$ cat config.mk
export PLATFORM = sky130hd
export DESIGN_NAME = stopwatch_bcd
export DESIGN_NICKNAME = d
export VERILOG_FILES = /design/src/rtl/stopwatch_pkg.sv /design/src/rtl/seg_scan_mux.sv /design/src/rtl/stopwatch_bcd.sv
export SDC_FILE = /design/constraint.sdc
export NUM_CORES = 1
export LEC_CHECK = 0
export BUFFER_PORTS_ARGS = -buffer_cell sky130_fd_sc_hd__buf_2
export CELL_PAD_IN_SITES_DETAIL_PLACEMENT = 0
export CELL_PAD_IN_SITES_GLOBAL_PLACEMENT = 1
export CORE_MARGIN = 4
export CORE_UTILIZATION = 39
export CTS_CLUSTER_SIZE = 8
export DETAILED_ROUTE_END_ITERATION = 12
export PLACE_DENSITY = 0.76
export SYNTH_ARGS = -nofsm -noshare
export SYNTH_HDL_FRONTEND = slang
export SYNTH_SLANG_ARGS = --single-unit
$ cat constraint.sdc
create_clock -name i_clk -period 2.37 [get_ports i_clk]
set_input_delay 0 -clock i_clk [delete_from_list [all_inputs] [get_ports i_clk]]
set_output_delay 0 -clock i_clk [all_outputs]
set_load 0.005 [all_outputs]
$ cat src/rtl/stopwatch_pkg.sv
// Shared types and seven-segment helpers for the BCD stopwatch.
// Segment patterns are active-high with segment a in bit 0 through g in bit 6.
package stopwatch_pkg;

   typedef logic [3:0] bcd_t;

   localparam logic [6:0] SEG_0    = 7'h3F;
   localparam logic [6:0] SEG_1    = 7'h06;
   localparam logic [6:0] SEG_2    = 7'h5B;
   localparam logic [6:0] SEG_3    = 7'h4F;
   localparam logic [6:0] SEG_4    = 7'h66;
   localparam logic [6:0] SEG_5    = 7'h6D;
   localparam logic [6:0] SEG_6    = 7'h7D;
   localparam logic [6:0] SEG_7    = 7'h07;
   localparam logic [6:0] SEG_8    = 7'h7F;
   localparam logic [6:0] SEG_9    = 7'h6F;
   localparam logic [6:0] SEG_DASH = 7'h40;

   function automatic logic [6:0] seg_decode(input bcd_t i_bcd);
      logic [6:0] w_seg;
      case (i_bcd)
         4'd0:    w_seg = SEG_0;
         4'd1:    w_seg = SEG_1;
         4'd2:    w_seg = SEG_2;
         4'd3:    w_seg = SEG_3;
         4'd4:    w_seg = SEG_4;
         4'd5:    w_seg = SEG_5;
         4'd6:    w_seg = SEG_6;
         4'd7:    w_seg = SEG_7;
         4'd8:    w_seg = SEG_8;
         4'd9:    w_seg = SEG_9;
         default: w_seg = SEG_DASH;
      endcase
      return w_seg;
   endfunction

endpackage

$ cat src/rtl/seg_scan_mux.sv
// Time-multiplexed seven-segment driver: a free-running divider advances the
// digit index and registers the active-low segment and anode outputs.
module seg_scan_mux
   import stopwatch_pkg::*;
#(
   parameter int unsigned DIGITS  = 4,
   parameter int unsigned MUX_DIV = 1024
) (
   input  logic                i_clk,
   input  logic                i_rst_n,
   input  logic [4*DIGITS-1:0] i_shown,
   output logic [6:0]          o_seg_n,
   output logic [DIGITS-1:0]   o_an_n
);

   localparam int unsigned DW = $clog2(MUX_DIV);
   localparam int unsigned IW = (DIGITS > 1) ? $clog2(DIGITS) : 1;

   logic [DW-1:0]     r_div;
   logic [IW-1:0]     r_idx;
   logic [6:0]        r_seg_n;
   logic [DIGITS-1:0] r_an_n;
   logic              w_strobe;
   logic [IW-1:0]     w_idx_next;
   bcd_t              w_digit;

   assign w_strobe   = (r_div == DW'(MUX_DIV - 1));
   assign w_idx_next = (r_idx == IW'(DIGITS - 1)) ? '0 : r_idx + IW'(1);
   // Data is registered for the index being advanced to, not the current one.
   assign w_digit    = i_shown[4*w_idx_next +: 4];

   always_ff @(posedge i_clk) begin
      if (!i_rst_n) begin
         r_div   <= '0;
         r_idx   <= '0;
         r_seg_n <= 7'h7F;
         r_an_n  <= '1;
      end else if (w_strobe) begin
         r_div   <= '0;
         r_idx   <= w_idx_next;
         r_seg_n <= ~seg_decode(w_digit);
         r_an_n  <= ~(DIGITS'(1) << w_idx_next);
      end else begin
         r_div   <= r_div + DW'(1);
      end
   end

   assign o_seg_n = r_seg_n;
   assign o_an_n  = r_an_n;

endmodule

$ cat src/rtl/stopwatch_bcd.sv
// N-digit BCD stopwatch with start/stop, lap-hold and clear, feeding a
// multiplexed seven-segment driver.
module stopwatch_bcd
   import stopwatch_pkg::*;
#(
   parameter int unsigned DIGITS   = 4,
   parameter int unsigned TICK_DIV = 800000,
   parameter int unsigned MUX_DIV  = 1024,
   parameter int unsigned LAP_HOLD = 20
) (
   input  logic                i_clk,
   input  logic                i_rst_n,
   input  logic                i_start_stop,
   input  logic                i_lap,
   input  logic                i_clear,
   output logic                o_running,
   output logic [4*DIGITS-1:0] o_count,
   output logic [4*DIGITS-1:0] o_shown,
   output logic                o_overflow,
   output logic [6:0]          o_seg_n,
   output logic [DIGITS-1:0]   o_an_n
);

   localparam int unsigned PW = $clog2(TICK_DIV);
   localparam int unsigned HW = $clog2(LAP_HOLD + 1);

   logic                r_running;
   logic [PW-1:0]       r_presc;
   logic [4*DIGITS-1:0] r_count;
   logic [4*DIGITS-1:0] r_lap;
   logic [HW-1:0]       r_hold;
   logic                r_overflow;
   logic                w_tick;
   logic                w_carry;
   logic [4*DIGITS-1:0] w_count_inc;

   assign w_tick = r_running && (r_presc == PW'(TICK_DIV - 1));

   // Ripple BCD increment; w_carry surviving past the top digit means all-9s.
   always_comb begin
      w_carry     = 1'b1;
      w_count_inc = r_count;
      for (int i = 0; i < int'(DIGITS); i++) begin
         if (w_carry) begin
            if (r_count[4*i +: 4] == 4'd9) begin
               w_count_inc[4*i +: 4] = 4'd0;
            end else begin
               w_count_inc[4*i +: 4] = r_count[4*i +: 4] + 4'd1;
               w_carry               = 1'b0;
            end
         end
      end
   end

   always_ff @(posedge i_clk) begin
      if (!i_rst_n || i_clear) begin
         r_running  <= 1'b0;
         r_presc    <= '0;
         r_count    <= '0;
         r_lap      <= '0;
         r_hold     <= '0;
         r_overflow <= 1'b0;
      end else begin
         if (i_start_stop) begin
            r_running <= ~r_running;
         end

         // Zero the prescaler on start so the first tick is a full period away.
         if (i_start_stop && !r_running) begin
            r_presc <= '0;
         end else if (r_running) begin
            r_presc <= w_tick ? '0 : r_presc + PW'(1);
         end

         if (w_tick) begin
            r_count <= w_count_inc;
            if (w_carry) begin
               r_overflow <= 1'b1;
            end
         end

         if (i_lap) begin
            if (r_running) begin
               r_lap  <= r_count;
               r_hold <= HW'(LAP_HOLD);
            end else begin
               r_hold <= '0;
            end
         end else if (w_tick && (r_hold != '0)) begin
            r_hold <= r_hold - HW'(1);
         end
      end
   end

   assign o_running  = r_running;
   assign o_count    = r_count;
   assign o_overflow = r_overflow;
   assign o_shown    = (r_hold != '0) ? r_lap : r_count;

   seg_scan_mux #(
      .DIGITS  (DIGITS),
      .MUX_DIV (MUX_DIV)
   ) u_scan (
      .i_clk   (i_clk),
      .i_rst_n (i_rst_n),
      .i_shown (o_shown),
      .o_seg_n (o_seg_n),
      .o_an_n  (o_an_n)
   );

endmodule

# [After elaboration in Yosys (flattened, before gate mapping)]
# Memories as Yosys holds them, arrays and structs flattened.
# Cells that the tools add are included.
[op_classes] n_addsub=8 n_eq_ne=7 n_shift=2 muxes=19 bitwise_logic=4 reduce_logical=15
[ops] operator="adder 20 x 1 -> 20 bit (second input constant)" count=1
[ops] operator="== test 20 bit (second input constant)" count=1
[ops] operator="two-way mux 20 bit" count=1
[ops] operator="adder 4 x 1 -> 4 bit (second input constant)" count=4
[ops] operator="== test 4 bit (second input constant)" count=4
[ops] operator="two-way mux 16 bit" count=1
[ops] operator="two-way mux 4 bit" count=4
[ops] operator="indexed part select 16 x 5 -> 4 bit" count=1
[ops] operator="two-way mux 5 bit" count=3
[ops] operator="two-way mux 7 bit" count=2
[ops] operator="adder 10 x 1 -> 10 bit (second input constant)" count=1
[ops] operator="== test 10 bit (second input constant)" count=1
[ops] operator="AND reduction 2 bit" count=5
[ops] operator="two-way mux 1 bit" count=7
[ops] operator="inverter 7 bit" count=1
[ops] operator="nonzero test 5 bit" count=1
[ops] operator="subtractor 5 x 1 -> 5 bit (second input constant)" count=1
[ops] operator="inverter 4 bit" count=1
[ops] operator="OR reduction 2 bit" count=2
[ops] operator="<< shifter 1 x 2 -> 4 bit (first input constant)" count=1
[ops] operator="logical AND 1 bit" count=3
[ops] operator="adder 2 x 1 -> 2 bit (second input constant)" count=1
[ops] operator="== test 2 bit (second input constant)" count=1
[ops] operator="logical NOT 1 bit" count=2
[ops] operator="other kinds (4)" count=5
[word_totals] ff_bits=82 rom_bits=112 out_inout_bits=45 elab_cells=69 mem_count=1
[mem_list] memory="(name not given)" words=16 width=7 rd=1 rd_clocked_by_memory_dff=0 write_ports=0 line_no="stopwatch_pkg.sv:21" source="case (i_bcd)"

# [Longest topological paths before layout]
# Gate-level depths: netlist of the first run.
# An unclocked memory read counts as a cell.
[logic_depth] ltp_word=7 depth_mapped=12

# [By module]
# Synthesis of the first run repeated with hierarchy kept, for this count alone.
[unflattened] cells_unflattened=486 area_unflattened_um2=4201.5
[modules_own_cells] mod="stopwatch_bcd" instances=1 cells_per_inst=353 area_per_inst_um2=2936.6
[modules_own_cells] mod="seg_scan_mux" instances=1 cells_per_inst=133 area_per_inst_um2=1265.0

# [Worst setup path after synthesis of the first run]
# OpenSTA, ideal clock, no wires.
[synth_path] path_kind="reg-to-reg" from="register u_scan.r_idx[0]" to="register u_scan.r_seg_n[4], in the netlist u_scan.o_seg_n[4]" setup_ns=0.058 arrival_ns=2.523 setup_slack_ns=-0.211 stages_incl_launch_ff=13 path_buffers=1 period_less_slack_ns=2.581 cell_sequence="dfxtp_1 -> inv_1 -> ha_1 -> or3_1 -> clkbuf_1 -> o221ai_1 -> o21ai_0 -> o211ai_2 -> inv_1 -> ha_1 -> nor3_1 -> a211o_1 -> a31o_1"
[synth_via] elab_chain_len=7 elab_cells_between_ends=8 classes_between="add/sub: 1; eq/ne: 1; shift: 1; mux: 3; bitwise: 1; memory: 1"
[synth_lines] item="start, declared" line_no="seg_scan_mux.sv:20" source="logic [IW-1:0] r_idx;"
[synth_lines] item="start signal, assigned" line_no="seg_scan_mux.sv:40" source="r_idx <= w_idx_next;"
[synth_lines] item="adder 2 x 1 -> 2 bit / == test 2 bit (equally long branches)" line_no="seg_scan_mux.sv:28" source="assign w_idx_next = (r_idx == IW'(DIGITS - 1)) ? '0 : r_idx + IW'(1);"
[synth_lines] item="two-way mux 2 bit *" line_no="seg_scan_mux.sv:28"
[synth_lines] item="net u_scan.w_idx_next[1]" line_no="seg_scan_mux.sv:24" source="logic [IW-1:0] w_idx_next;"
[synth_lines] item="indexed part select 16 x 5 -> 4 bit *" line_no="seg_scan_mux.sv:30" source="assign w_digit = i_shown[4*w_idx_next +: 4];"
[synth_lines] item="memory (16 x 7 bit) *"
[synth_lines] item="two-way mux 7 bit *" line_no="seg_scan_mux.sv:38" source="end else if (w_strobe) begin"
[synth_lines] item="two-way mux 7 bit *" line_no="seg_scan_mux.sv:33" source="if (!i_rst_n) begin"
[synth_lines] item="inverter 7 bit *" line_no="seg_scan_mux.sv:41" source="r_seg_n <= ~seg_decode(w_digit);"
[synth_lines] item="end signal, assigned" line_no="seg_scan_mux.sv:41"
[synth_lines] item="end, declared" line_no="seg_scan_mux.sv:21" source="logic [6:0] r_seg_n;"
# Mark *: on every way through the listed nets, which the timed path passes. The rest lies on a longest branch. The select of a mux whose other input is x is not followed.
# A chain may end at the register's enable or synchronous reset.

# [Final worst setup path of the first run]
[layout_path] from="register r_hold[1]" to="register u_scan.r_seg_n[4], in the netlist u_scan.o_seg_n[4]"
[layout_via] elab_chain_len=7
[layout_lines] item="start, declared" line_no="stopwatch_bcd.sv:31" source="logic [HW-1:0] r_hold;"
[layout_lines] item="start signal, assigned" line_no="stopwatch_bcd.sv:85" source="r_hold <= HW'(LAP_HOLD);"
[layout_lines] item="start signal, assigned" line_no="stopwatch_bcd.sv:90" source="r_hold <= r_hold - HW'(1);"
[layout_lines] item="nonzero test 5 bit" line_no="stopwatch_bcd.sv:98" source="assign o_shown = (r_hold != '0) ? r_lap : r_count;"
[layout_lines] item="two-way mux 16 bit" line_no="stopwatch_bcd.sv:98"
[layout_lines] item="indexed part select 16 x 5 -> 4 bit" line_no="seg_scan_mux.sv:30"
[layout_lines] item="memory (16 x 7 bit)"
[layout_lines] item="two-way mux 7 bit" line_no="seg_scan_mux.sv:38"
[layout_lines] item="two-way mux 7 bit" line_no="seg_scan_mux.sv:33"
[layout_lines] item="inverter 7 bit" line_no="seg_scan_mux.sv:41"
# Every way passes these cells. The select of a mux whose other input is x is not followed.

==> flow_metrics.py, run 1 <==
metrics = {
    "yosys": {
        "synth_area_per_cell_um2": 8.113,
        "syn_area_mm2": 0.004024,
        "synth_area_leaders": "dfxtp_1 (41%), nand2_1 (9.1%), nor2_1 (5.6%)",
        "ys_top_cells_by_count": "nand2_1 (98), dfxtp_1 (82), nor2_1 (60)",
        "syn_nets": 514,
        "synth.ff_latch_count": 82,
        "synth_most_common_cell": "nand2_1",
        "ys_types": 58,
        "synth_edf_count": 0,
        "synth-main-ff-cell": "dfxtp_1",
        "syn-instance-count": 496,
        "yosys.area.top_type_share": 0.4080,
        "postSynth.asyncResetShare": 0,
        "synth.largest_area_cell": "dfxtp_1",
        "seq_area_frac_synth": 0.4080,
        "yosys_warnings": 0,
    },
    "drt": {
        "drt-pass1-iter-count": 4,
        "viasPerCell": 5.069,
        "antenna_left": 0,
        "met3_length_um": 390,
        "highest_layer": "met4",
        "post-route-drc-count": 0,
        "first_iter_violations": 175,
        "wl_met1_um": 4637,
        "dr_wl_met2_um": 4726,
        "routedWlPerCell_um": 13.67,
        "finalWirelength_um": 9882,
        "vias": 3665,
    },
    "critical_path": {
        "cp-start-kind": "register",
        "worstPathArrival_ps": 2700,
        "critPathMaxStageDelay_ps": 510,
        "cp.buffers_inverters": 2,
        "r2r.worst_path.cells": 9,
        "crit_path_end_kind": "register",
        "path_delay_family": "multiplexers",
        "crit_chain": "inv_2, ha_4, or4b_4, buf_6, mux4_2, mux2i_4, nand2_1, a211o_1, a31o_1",
        "crit_required_ps": 2620,
        "path_max_fanout": 5,
        "crit_cells": 9,
        "crit_type": "register to register",
        "slowest_stage": "or4b_4",
    },
    "run": {
        "cap_viol_max_count": 0,
    },
    "placement": {
        "post_dp_cell_area_mm2": 0.004750,
        "routabilityCongestion": 0.8432,
        "pre_cts_slack_ps": -120.3,
        "numPortBuffers": 49,
        "place_hpwl_um": 7358,
    },
    "global_routing": {
        "grt_first_pass_wirelength_um": 16540,
        "first_global_vias": 3420,
        "antenna_found_initial": 0,
        "grt_start_max_net_pins": 25,
        "grt_usage": 0.1745,
        "overflow": 0,
    },
    "final_layout": {
        "area_growth_syn_to_layout_pct": 24.88,
        "diodes": 0,
        "fin_area_mm2": 0.005025,
        "fin_nets": 603,
        "drive_gt1_frac": 0.2424,
    },
    "power": {
        "clockPowerShare": 0.415,
        "ir_worst_vdd_mv": 0.2859,
        "power_leakage_nw": 1.973,
        "p_sw_mw": 0.5770,
        "total_power_mw": 2.507,
        "p_seq_frac": 0.553,
        "p_int_mw": 1.930,
        "switching_share": 0.2301,
        "combPwrFrac": 0.031,
        "power_density_mw_per_mm2": 498.9,
    },
    "clocking": {
        "path_clk_slew_ps": 90,
        "cts_buffer_depth": 2,
        "cts_num_sinks": 82,
        "clkLatencyLatePin_ps": 350,
        "clock-root-buffer": "clkbuf_8",
        "cts_made_buffers": 9,
        "cts_tree": "done",
        "htreeDepth": 3,
    },
    "floorplanning": {
        "row_count": 36,
        "start_util": 0.4061,
        "core-area_mm2": 0.009910,
        "dieArea_mm2": 0.01201,
        "die_y_um": 109.6,
        "die_w_um": 109.6,
        "pin_count": 50,
    },
    "sta": {
        "slew_headroom": 0.5479,
        "period_needed_ps": 2452,
        "worstMarginPinSlew_ps": 676.5,
        "skew_ps": 7.681,
        "final_hold_viol_count": 0,
        "slew_viol_final": 0,
        "finalSetupViolCount": 5,
        "fmax_mhz": 407.8,
        "setup_total_negative_slack_ps": -307.6,
        "fin_ws_ps": -81.99,
        "min_period_over_period": 1.035,
        "rsz0062_at_grt": "true",
    },
    "outcome": {
        "violations": "setup timing",
        "outcome": "finished with violations",
    },
    "min_path": {
        "hold_class": "input pin to register",
        "holdPathStages": 5,
    },
}
==> cells by family (layout without fill, tap and decap cells) <==
logic type | Yosys count | in the layout | share of synthesized area
buffers and inverters | 34 | 128 | 0.03202
muxes | 11 | 11 | 0.03918
xor gates and xnor gates | 32 | 32 | 0.06965
adders and majority gates | 13 | 13 | 0.04042
AOI/OAI and AO/OA | 80 | 80 | 0.1235
DFF | 82 | 82 | 0.4080
and+or+nand+nor | 244 | 244 | 0.2873
==> sequential cells by signal (all words and copies together) (netlist names) <==
register        flops
o_running           1
u_scan.o_an_n       4
u_scan.r_div       10
u_scan.o_seg_n      7
r_presc            20
r_lap              16
u_scan.r_idx        2
o_count            16
r_hold              5
o_overflow          1
==> worst paths after layout <==
kind | start | end | slack, ps
hold / removal | i_clear | o_count[15]$_SDFFE_PP0P_ | 130
setup / recovery | r_hold[1]$_SDFFE_PP0P_ | u_scan.o_seg_n[4]$_SDFFE_PN1P_ | -80
setup reg to reg | r_hold[1]$_SDFFE_PP0P_ | u_scan.o_seg_n[4]$_SDFFE_PN1P_ | -80
hold reg to reg | r_lap[12]$_SDFFE_PP0P_ | r_lap[12]$_SDFFE_PP0P_ | 450
==> power groups by stage <==
stage | combinational [mW] | sequential [mW] | clock (mW)
2_1_floorplan | 0.0432 | 1.42 | 0
3_3_place_gp | 0.0742 | 1.42 | 0
3_5_place_dp | 0.0743 | 1.42 | 0
4_1_cts | 0.0789 | 1.39 | 1.09
5_1_grt | 0.0867 | 1.39 | 1.15
6_report | 0.0782 | 1.39 | 1.04
==> what timing repair did <==
| item | CTS | global route |
|---|---|---|
| hold buffers | 3 | 0 |
| setup buffers | 2 | 0 |
| hold endpoints to repair | 12 | 0 |
| pin swaps | 0 | 2 |
| gates resized for setup | 7 | 5 |
| cloned | 0 | 0 |
| setup endpoints to repair | 7 | 7 |
==> worst reg2reg max path: stages (launching register included) <==
cell     delay (ps)
dfxtp_2         330
inv_2            60
ha_4            130
or4b_4          510
buf_6           160
mux4_2          440
mux2i_4         180
nand2_1          90
a211o_1         280
a31o_1          170
==> final cells by class <==
type / instances / area, µm²
inverters: 15 / 56.30
multi-input cells: 380 / 2330
clock buffers: 11 / 141.4
repair buffers: 97 / 624.3
flip-flops and latches: 82 / 1645
fillers: 1008 / 4885
clock inverters: 5 / 61.31
well taps: 133 / 166.4
==> placed cells by master, fill, tap and decap left out, types with 3 or more instances in the layout <==
cell type,n
dlygate4sd3_1,3
or3_1,5
xnor2_1,14
o211ai_1,5
dfxtp_2,3
mux2i_1,3
and2_1,3
nand2_1,97
dfxtp_1,79
clkbuf_8,10
mux2_2,3
xor2_1,18
nor3b_1,4
o22ai_1,3
clkinvlp_4,3
and3_1,11
buf_2,49
a21oi_1,32
ha_1,9
nor2_1,59
buf_6,3
nor3_1,8
nand3_1,17
buf_4,42
ha_4,3
nand2b_1,4
nor2b_1,3
nand4_1,8
o221ai_1,3
nor4b_1,3
inv_1,10
inv_2,5
o21ai_0,13
==> per-layer routing <==
layer / track usage / vias to the layer above
met1: 0.2286 / 1718
met4: 0.04274 / 0
li1: - / 1880
met2: 0.2886 / 58
met3: 0.04345 / 9
met5: 0 / -
==> per-stage QoR <==
| step | hold WS, ps | instances | utilization |
|---|---|---|---|
| global route | 139.0 | 723 | 0.5071 |
| detailed placement | 271.7 | 702 | 0.4793 |
| CTS | 102.9 | 723 | 0.5064 |
| floorplan | 69.92 | 496 | - |
| global placement | 259.2 | 702 | 0.4793 |
| finish | 127.3 | 723 | 0.5071 |
Note: power is estimated with default switching activity, not from simulation.
==> run 2, diff against run 1 <==
Settings changed: ABC_AREA from default to 1, CAP_MARGIN from default to 10, CORE_UTILIZATION 39 to 38.
==> run 2 against run 1 <==
- the run now ends clean
- hold slack better by 37 ps
- count of clock-buffer cells in the layout up 2
- die area is 11% higher
- cell count is 15% higher
- power up 22%
- critical path type unchanged
- critical endpoint is now u_scan.o_seg_n[3]$_SDFFE_PN1P_
- largest power group is now clock
- highest routed layer unchanged
==> flow_metrics.py, run 2 <==
metrics = {
    "outcome": {
        "outcome": "finished, final reports clean",
    },
    "yosys": {
        "synth_area_per_cell_um2": 6.969,
        "synth_area_leaders": "dfxtp_1 (37%), nand2_1 (9.7%), inv_1 (7.2%)",
        "seq_area_frac_synth": 0.3727,
        "syn_nets": 650,
        "ys_top_cells_by_count": "nand2_1 (114), inv_1 (84), dfxtp_1 (82)",
        "synth_most_common_cell": "nand2_1",
        "syn_area_mm2": 0.004404,
        "synth-main-ff-cell": "dfxtp_1",
        "ys_types": 38,
        "synth_mux_area_frac": 0,
        "yosys_warnings": 0,
        "synth_edf_count": 0,
        "synth-xor-area-share": 0.02784,
        "synth_top_family_by_area": "simple AND/OR/NAND/NOR gates",
        "synth-adder-area-share": 0.03693,
        "synth.ff_latch_count": 82,
        "synth-simple-area-share": 0.3548,
        "synth.largest_area_cell": "dfxtp_1",
        "synth-compound-area-share": 0.1099,
        "yosys.area.top_type_share": 0.3727,
        "syn-instance-count": 632,
        "postSynth.asyncResetShare": 0,
    },
    "sta": {
        "period_needed_ps": 2177,
        "final_hold_viol_count": 0,
        "slew_viol_final": 0,
        "fmax_mhz": 459.4,
        "min_period_over_period": 0.9184,
        "worstMarginPinSlew_ps": 540.5,
        "slew_headroom": 0.6364,
        "finalSetupViolCount": 0,
        "setup_total_negative_slack_ps": 0,
        "skew_ps": 7.806,
    },
    "critical_path": {
        "crit_path_end_kind": "register",
        "crit_type": "register to register",
        "worstPathArrival_ps": 2460,
        "cp-start-kind": "register",
        "crit_required_ps": 2650,
        "path_max_fanout": 22,
    },
    "power": {
        "p_sw_mw": 0.6976,
        "power_leakage_nw": 2.280,
        "clockPowerShare": 0.467,
        "switching_share": 0.2275,
        "combPwrFrac": 0.077,
        "power_density_mw_per_mm2": 593.3,
        "ir_worst_vdd_mv": 0.4066,
        "p_int_mw": 2.369,
        "p_seq_frac": 0.456,
        "total_power_mw": 3.067,
    },
    "final_layout": {
        "fin_nets": 706,
        "regMostFlops": "r_presc",
        "largest_register_ffs": 20,
        "area_growth_syn_to_layout_pct": 17.36,
        "drive_gt1_frac": 0.1445,
        "layout.cells.non_filler": 835,
        "fin_area_mm2": 0.005169,
        "final_common_cell": "nand2_1",
        "diodes": 0,
        "fin_util": 0.4546,
        "multi_input_area_mm2": 0.002347,
        "seq_area_mm2": 0.001642,
        "final_cell_mix": "nand2_1 (114), inv_1 (83), dfxtp_1 (82)",
        "n_fill_cell": 1239,
    },
    "clocking": {
        "cts_num_sinks": 82,
        "cts_buffer_depth": 2,
        "clkLatencyLatePin_ps": 340,
        "htreeDepth": 3,
        "cts_tree": "done",
        "clock-root-buffer": "clkbuf_16",
        "cts_made_buffers": 9,
        "path_clk_slew_ps": 60,
        "cts_setup_buffers": 0,
    },
    "floorplanning": {
        "die_w_um": 115.7,
        "core-area_mm2": 0.01137,
        "die_y_um": 115.7,
        "pin_count": 50,
        "dieArea_mm2": 0.01338,
        "row_count": 39,
        "start_util": 0.3874,
    },
    "global_routing": {
        "grt_busiest_layer": "met2",
        "grtUsageMet2": 0.2658,
        "antenna_found_initial": 0,
        "grt_usage": 0.1787,
        "grtUsageMet1": 0.2498,
        "met3_usage": 0.03603,
        "grt_start_max_net_pins": 26,
        "overflow": 0,
        "grt_first_pass_wirelength_um": 18880,
        "first_global_vias": 3860,
    },
    "drt": {
        "routedWlPerCell_um": 13.62,
        "viasPerCell": 5.041,
        "first_iter_violations": 290,
        "post-route-drc-count": 0,
        "vias": 4209,
        "drt-pass1-iter-count": 5,
        "antenna_left": 0,
        "finalWirelength_um": 11370,
    },
    "placement": {
        "numPortBuffers": 49,
        "dp_cells": 817,
        "post_dp_cell_area_mm2": 0.004811,
        "place_hpwl_um": 8543,
        "routabilityCongestion": 0.8530,
    },
    "run": {
        "cap_viol_max_count": 0,
    },
    "min_path": {
        "hold_class": "input pin to register",
    },
}
## run 2: power by group through the flow
stage / logic [mW] / clock network [mW] / registers, mW
3_5_place_dp: 0.230 / 0 / 1.43
3_3_place_gp: 0.228 / 0 / 1.43
2_1_floorplan: 0.163 / 0 / 1.43
5_1_grt: 0.273 / 1.54 / 1.40
6_report: 0.237 / 1.43 / 1.40
4_1_cts: 0.235 / 1.48 / 1.40
## run 2: worst max-delay path, cell delays in order, from the launching register on
cell and delay, ps:
dfxtp_1 310, inv_1 100, ha_2 240, buf_8 190
nand4_1 140, nand3_1 120, nand3_1 80, nand2_1 150
inv_1 100, ha_1 300, nand3_1 80, nand2_1 70
nor2_1 110, nor2_1 50, nor2_1 70
## run 2: path summary, 6_finish.rpt
kind | slack (ps) | startpoint | depth (start not counted) | endpoint
setup reg to reg | 190 | r_hold[0]$_SDFFE_PP0P_ | 14 | u_scan.o_seg_n[3]$_SDFFE_PN1P_
setup / recovery | 190 | r_hold[0]$_SDFFE_PP0P_ | 14 | u_scan.o_seg_n[3]$_SDFFE_PN1P_
hold / removal | 160 | i_clear | 4 | r_presc[6]$_SDFFE_PP0P_
hold reg to reg | 450 | u_scan.r_div[0]$_SDFF_PP0_ | 1 | u_scan.r_div[0]$_SDFF_PP0_
## run 2: metrics by stage
step / setup WS [ps] / hold slack, ps
3_3_place_gp: 162.2 / 278.0
2_1_floorplan: 341.2 / 159.0
3_5_place_dp: 97.00 / 288.8
5_1_grt: -25.46 / 231.4
4_1_cts: 69.05 / 157.7
6_report: 193.4 / 164.1
## run 2: area by class of cell
cell class / count / share of cell area
Clock buffer: 13 / 0.05229
Timing Repair Buffer: 64 / 0.07214
Inverter: 86 / 0.06245
Clock inverter: 2 / 0.006778
Sequential cell: 82 / 0.3176
Tap cell: 143 / 0.03462
Multi-Input combinational cell: 445 / 0.4541
## run 2: repair_timing
action                                  4_1_cts  5_1_grt
hold buffers                                  3        0
hold endpoints to repair                      4        0
endpoints found under the setup margin        0        7
resized for setup                             0        6
## run 2: cells by family (layout without fill, tap and decap cells)
family          count (synthesis)  after routing
simple gates                  326            326
compound gates                 92             92
xor+xnor                       14             14
fa+ha+maj                      13             13
buf+inv                       105            165
flops                          82             82
## run 2: metal layers
metal	routed length, µm	up-vias
met5	0	-
met4	309	0
met3	678	22
met2	5018	110
met1	5368	1880
li1	-	2197
==> run 3, diff against run 2 <==
Settings changed: CORE_MARGIN 4 to 2, CORE_UTILIZATION 38 to 41, PLACE_DENSITY 0.76 to 0.79, SYNTH_HIERARCHICAL from default to 1.
Clock period 2.37 ns to 2.1 ns, I/O delays scaled along.
==> run 3 against run 2 <==
- the flow now finishes with violations (setup timing)
- hold slack got worse by 130 ps
- clock skew grew 3.8 ps
- count of clock-buffer cells in the layout fell by 4
- die area fell by 15%
- power fell by 6.7%
- via count up 1.8%
- highest routed layer unchanged
==> flow_metrics.py, run 3 <==
metrics = {
    "placement": {
        "dp_cells": 858,
        "pre_cts_slack_ps": -96.08,
        "numPortBuffers": 49,
        "routabilityCongestion": 0.9073,
        "place_hpwl_um": 8173,
        "post_dp_cell_area_mm2": 0.005021,
    },
    "sta": {
        "fmax_mhz": 461.1,
        "fin_ws_ps": -68.66,
        "min_period_over_period": 1.033,
        "worstMarginPinSlew_ps": 457.5,
        "rsz0062_at_grt": "true",
        "slew_viol_final": 0,
        "slew_headroom": 0.6947,
        "final_hold_viol_count": 0,
        "finalSetupViolCount": 3,
        "period_needed_ps": 2169,
        "skew_ps": 11.60,
    },
    "final_layout": {
        "fin_util": 0.5312,
        "largest_register_ffs": 20,
        "area_growth_syn_to_layout_pct": 26.50,
        "fin_area_mm2": 0.005435,
        "regMostFlops": "r_presc",
        "final_cell_mix": "nand2_1 (146), nor2_1 (90), dfxtp_1 (81)",
        "fin_nets": 761,
        "drive_gt1_frac": 0.2340,
        "diodes": 0,
        "final_common_cell": "nand2_1",
        "layout.cells.non_filler": 884,
    },
    "drt": {
        "antenna_left": 0,
        "viasPerCell": 4.845,
        "finalWirelength_um": 11020,
        "routedWlPerCell_um": 12.46,
        "post-route-drc-count": 0,
        "vias": 4283,
        "first_iter_violations": 209,
        "drt-pass1-iter-count": 5,
    },
    "critical_path": {
        "crit_type": "register to register",
        "crit_path_end_kind": "register",
        "cp.buffers_inverters": 6,
        "path_delay_family": "buffers and inverters",
        "slowest_stage": "dfxtp_2",
        "cp-start-kind": "register",
        "crit_required_ps": 2370,
        "critPathMaxStageDelay_ps": 340,
        "worstPathArrival_ps": 2440,
        "path_max_fanout": 6,
        "crit_top_cell": "inv_2",
        "crit_chain": "inv_2, ha_4, nand3_4, clkbuf_16, o21ai_4, inv_2, a21oi_2, o21ai_1, nand2_2, inv_2, ha_4, inv_2, nand3_2, nand2_2, buf_4, nand3_2, nand2_1",
    },
    "floorplanning": {
        "dieArea_mm2": 0.01131,
        "core-area_mm2": 0.01023,
        "die_w_um": 106.4,
        "start_util": 0.4200,
        "die_y_um": 106.4,
        "row_count": 37,
        "pin_count": 50,
    },
    "yosys": {
        "synth-xor-area-share": 0.02038,
        "postSynth.asyncResetShare": 0,
        "synth_area_leaders": "dfxtp_1 (38%), nand2_1 (13%), nor2_1 (7.9%)",
        "ys_top_cells_by_count": "nand2_1 (153), nor2_1 (91), inv_1 (84)",
        "synth-compound-area-share": 0.1203,
        "seq_area_frac_synth": 0.3821,
        "synth_top_family_by_area": "simple AND/OR/NAND/NOR gates",
        "synth-adder-area-share": 0.03786,
        "synth_most_common_cell": "nand2_1",
        "synth_mux_area_frac": 0,
        "yosys_warnings": 6,
        "synth_edf_count": 0,
        "syn_nets": 662,
        "ys_types": 32,
        "synth_area_per_cell_um2": 6.672,
        "yosys.area.top_type_share": 0.3821,
        "synth-simple-area-share": 0.3442,
        "syn_area_mm2": 0.004297,
        "synth.largest_area_cell": "dfxtp_1",
        "synth.ff_latch_count": 82,
        "syn-instance-count": 644,
        "synth-main-ff-cell": "dfxtp_1",
    },
    "power": {
        "power_leakage_nw": 2.370,
        "power_density_mw_per_mm2": 526.7,
        "ir_worst_vdd_mv": 0.2435,
    },
    "global_routing": {
        "overflow": 0,
        "grt_start_max_net_pins": 33,
        "grt_first_pass_wirelength_um": 18000,
        "grt_usage": 0.1986,
        "first_global_vias": 3887,
        "antenna_found_initial": 0,
    },
    "outcome": {
        "outcome": "finished with violations",
        "violations": "setup timing",
    },
    "clocking": {
        "htreeDepth": 3,
        "path_clk_slew_ps": 100,
        "cts_num_sinks": 82,
        "cts_tree": "done",
        "clock-root-buffer": "clkbuf_8",
        "cts_buffer_depth": 2,
        "cts_made_buffers": 9,
        "clkLatencyLatePin_ps": 370,
    },
    "min_path": {
        "hold_class": "input pin to register",
    },
    "run": {
        "cap_viol_max_count": 0,
    },
}
==> run 3: kinds of logic (layout without fill, tap and decap cells) <==
family,after synthesis,in the layout
AND/OR/NAND/NOR,335,335
AO/OA/AOI/OAI,102,102
buffers and inverters,102,206
flip-flops,82,82
adder cells (fa/ha/maj),13,13
XOR/XNOR,10,10
==> run 3: timing repair <==
action / CTS / global route
buffers inserted: 0 / 6
pin swaps: 2 / 14
gates cloned: 1 / 1
endpoints found under the hold margin: 3 / 0
endpoints found under the setup margin: 7 / 7
resized for setup: 14 / 24
hold buffers: 2 / 0
==> run 3: worst paths after layout <==
check	startpoint	endpoint	slack, ps	cells past startpoint
setup / recovery	r_hold[0]$_SDFFE_PP0P_	u_scan/o_seg_n[1]$_SDFFE_PN1N_	-70	17
hold / removal	i_rst_n	u_scan/r_div[2]$_SDFF_PP0_	40	3
setup reg to reg	r_hold[0]$_SDFFE_PP0P_	u_scan/o_seg_n[1]$_SDFFE_PN1N_	-70	17
hold reg to reg	u_scan/r_div[0]$_SDFF_PP0_	u_scan/r_div[0]$_SDFF_PP0_	450	1
==> run 3: final cells by class <==
type,count,area [µm²]
tap,136,170.2
fill,1015,4796
clock buffer,9,123.9
inverter,87,329.1
multi-input combinational,460,2405
clock inverter,7,58.81
timing repair buffer,103,705.7
sequential,82,1643
==> run 3: layer usage <==
layer  track usage  vias up  wire length, µm
met5             0        -                0
met1        0.2713     1958             5402
met4       0.04981        0              121
met2        0.3173       66             5095
li1              -     2249                -
met3       0.04476       10              400
==> run 3: worst min-delay path, cell delays in order <==
cell and delay (ps):
buf_2 140, nand2_4 170, nor2_1 50
==> run 3: through the flow <==
| step | TNS, ps | total power, mW | hold WS [ps] |
|---|---|---|---|
| 2_1_floorplan | 0 | 1.711 | 147.5 |
| 3_3_place_gp | -310.7 | 1.751 | 286.5 |
| 3_5_place_dp | -500.8 | 1.753 | 290.2 |
| 4_1_cts | 0 | 2.867 | 27.46 |
| 5_1_grt | -1091 | 2.980 | 37.27 |
| 6_report | -135.8 | 2.863 | 36.62 |
==> run 3: report_power, final <==
group	switching, mW	internal (mW)	leakage (nW)
Clock	0.665	0.446	0.0868
Sequential	0.00867	1.57	0.663
Combinational	0.101	0.0758	1.62
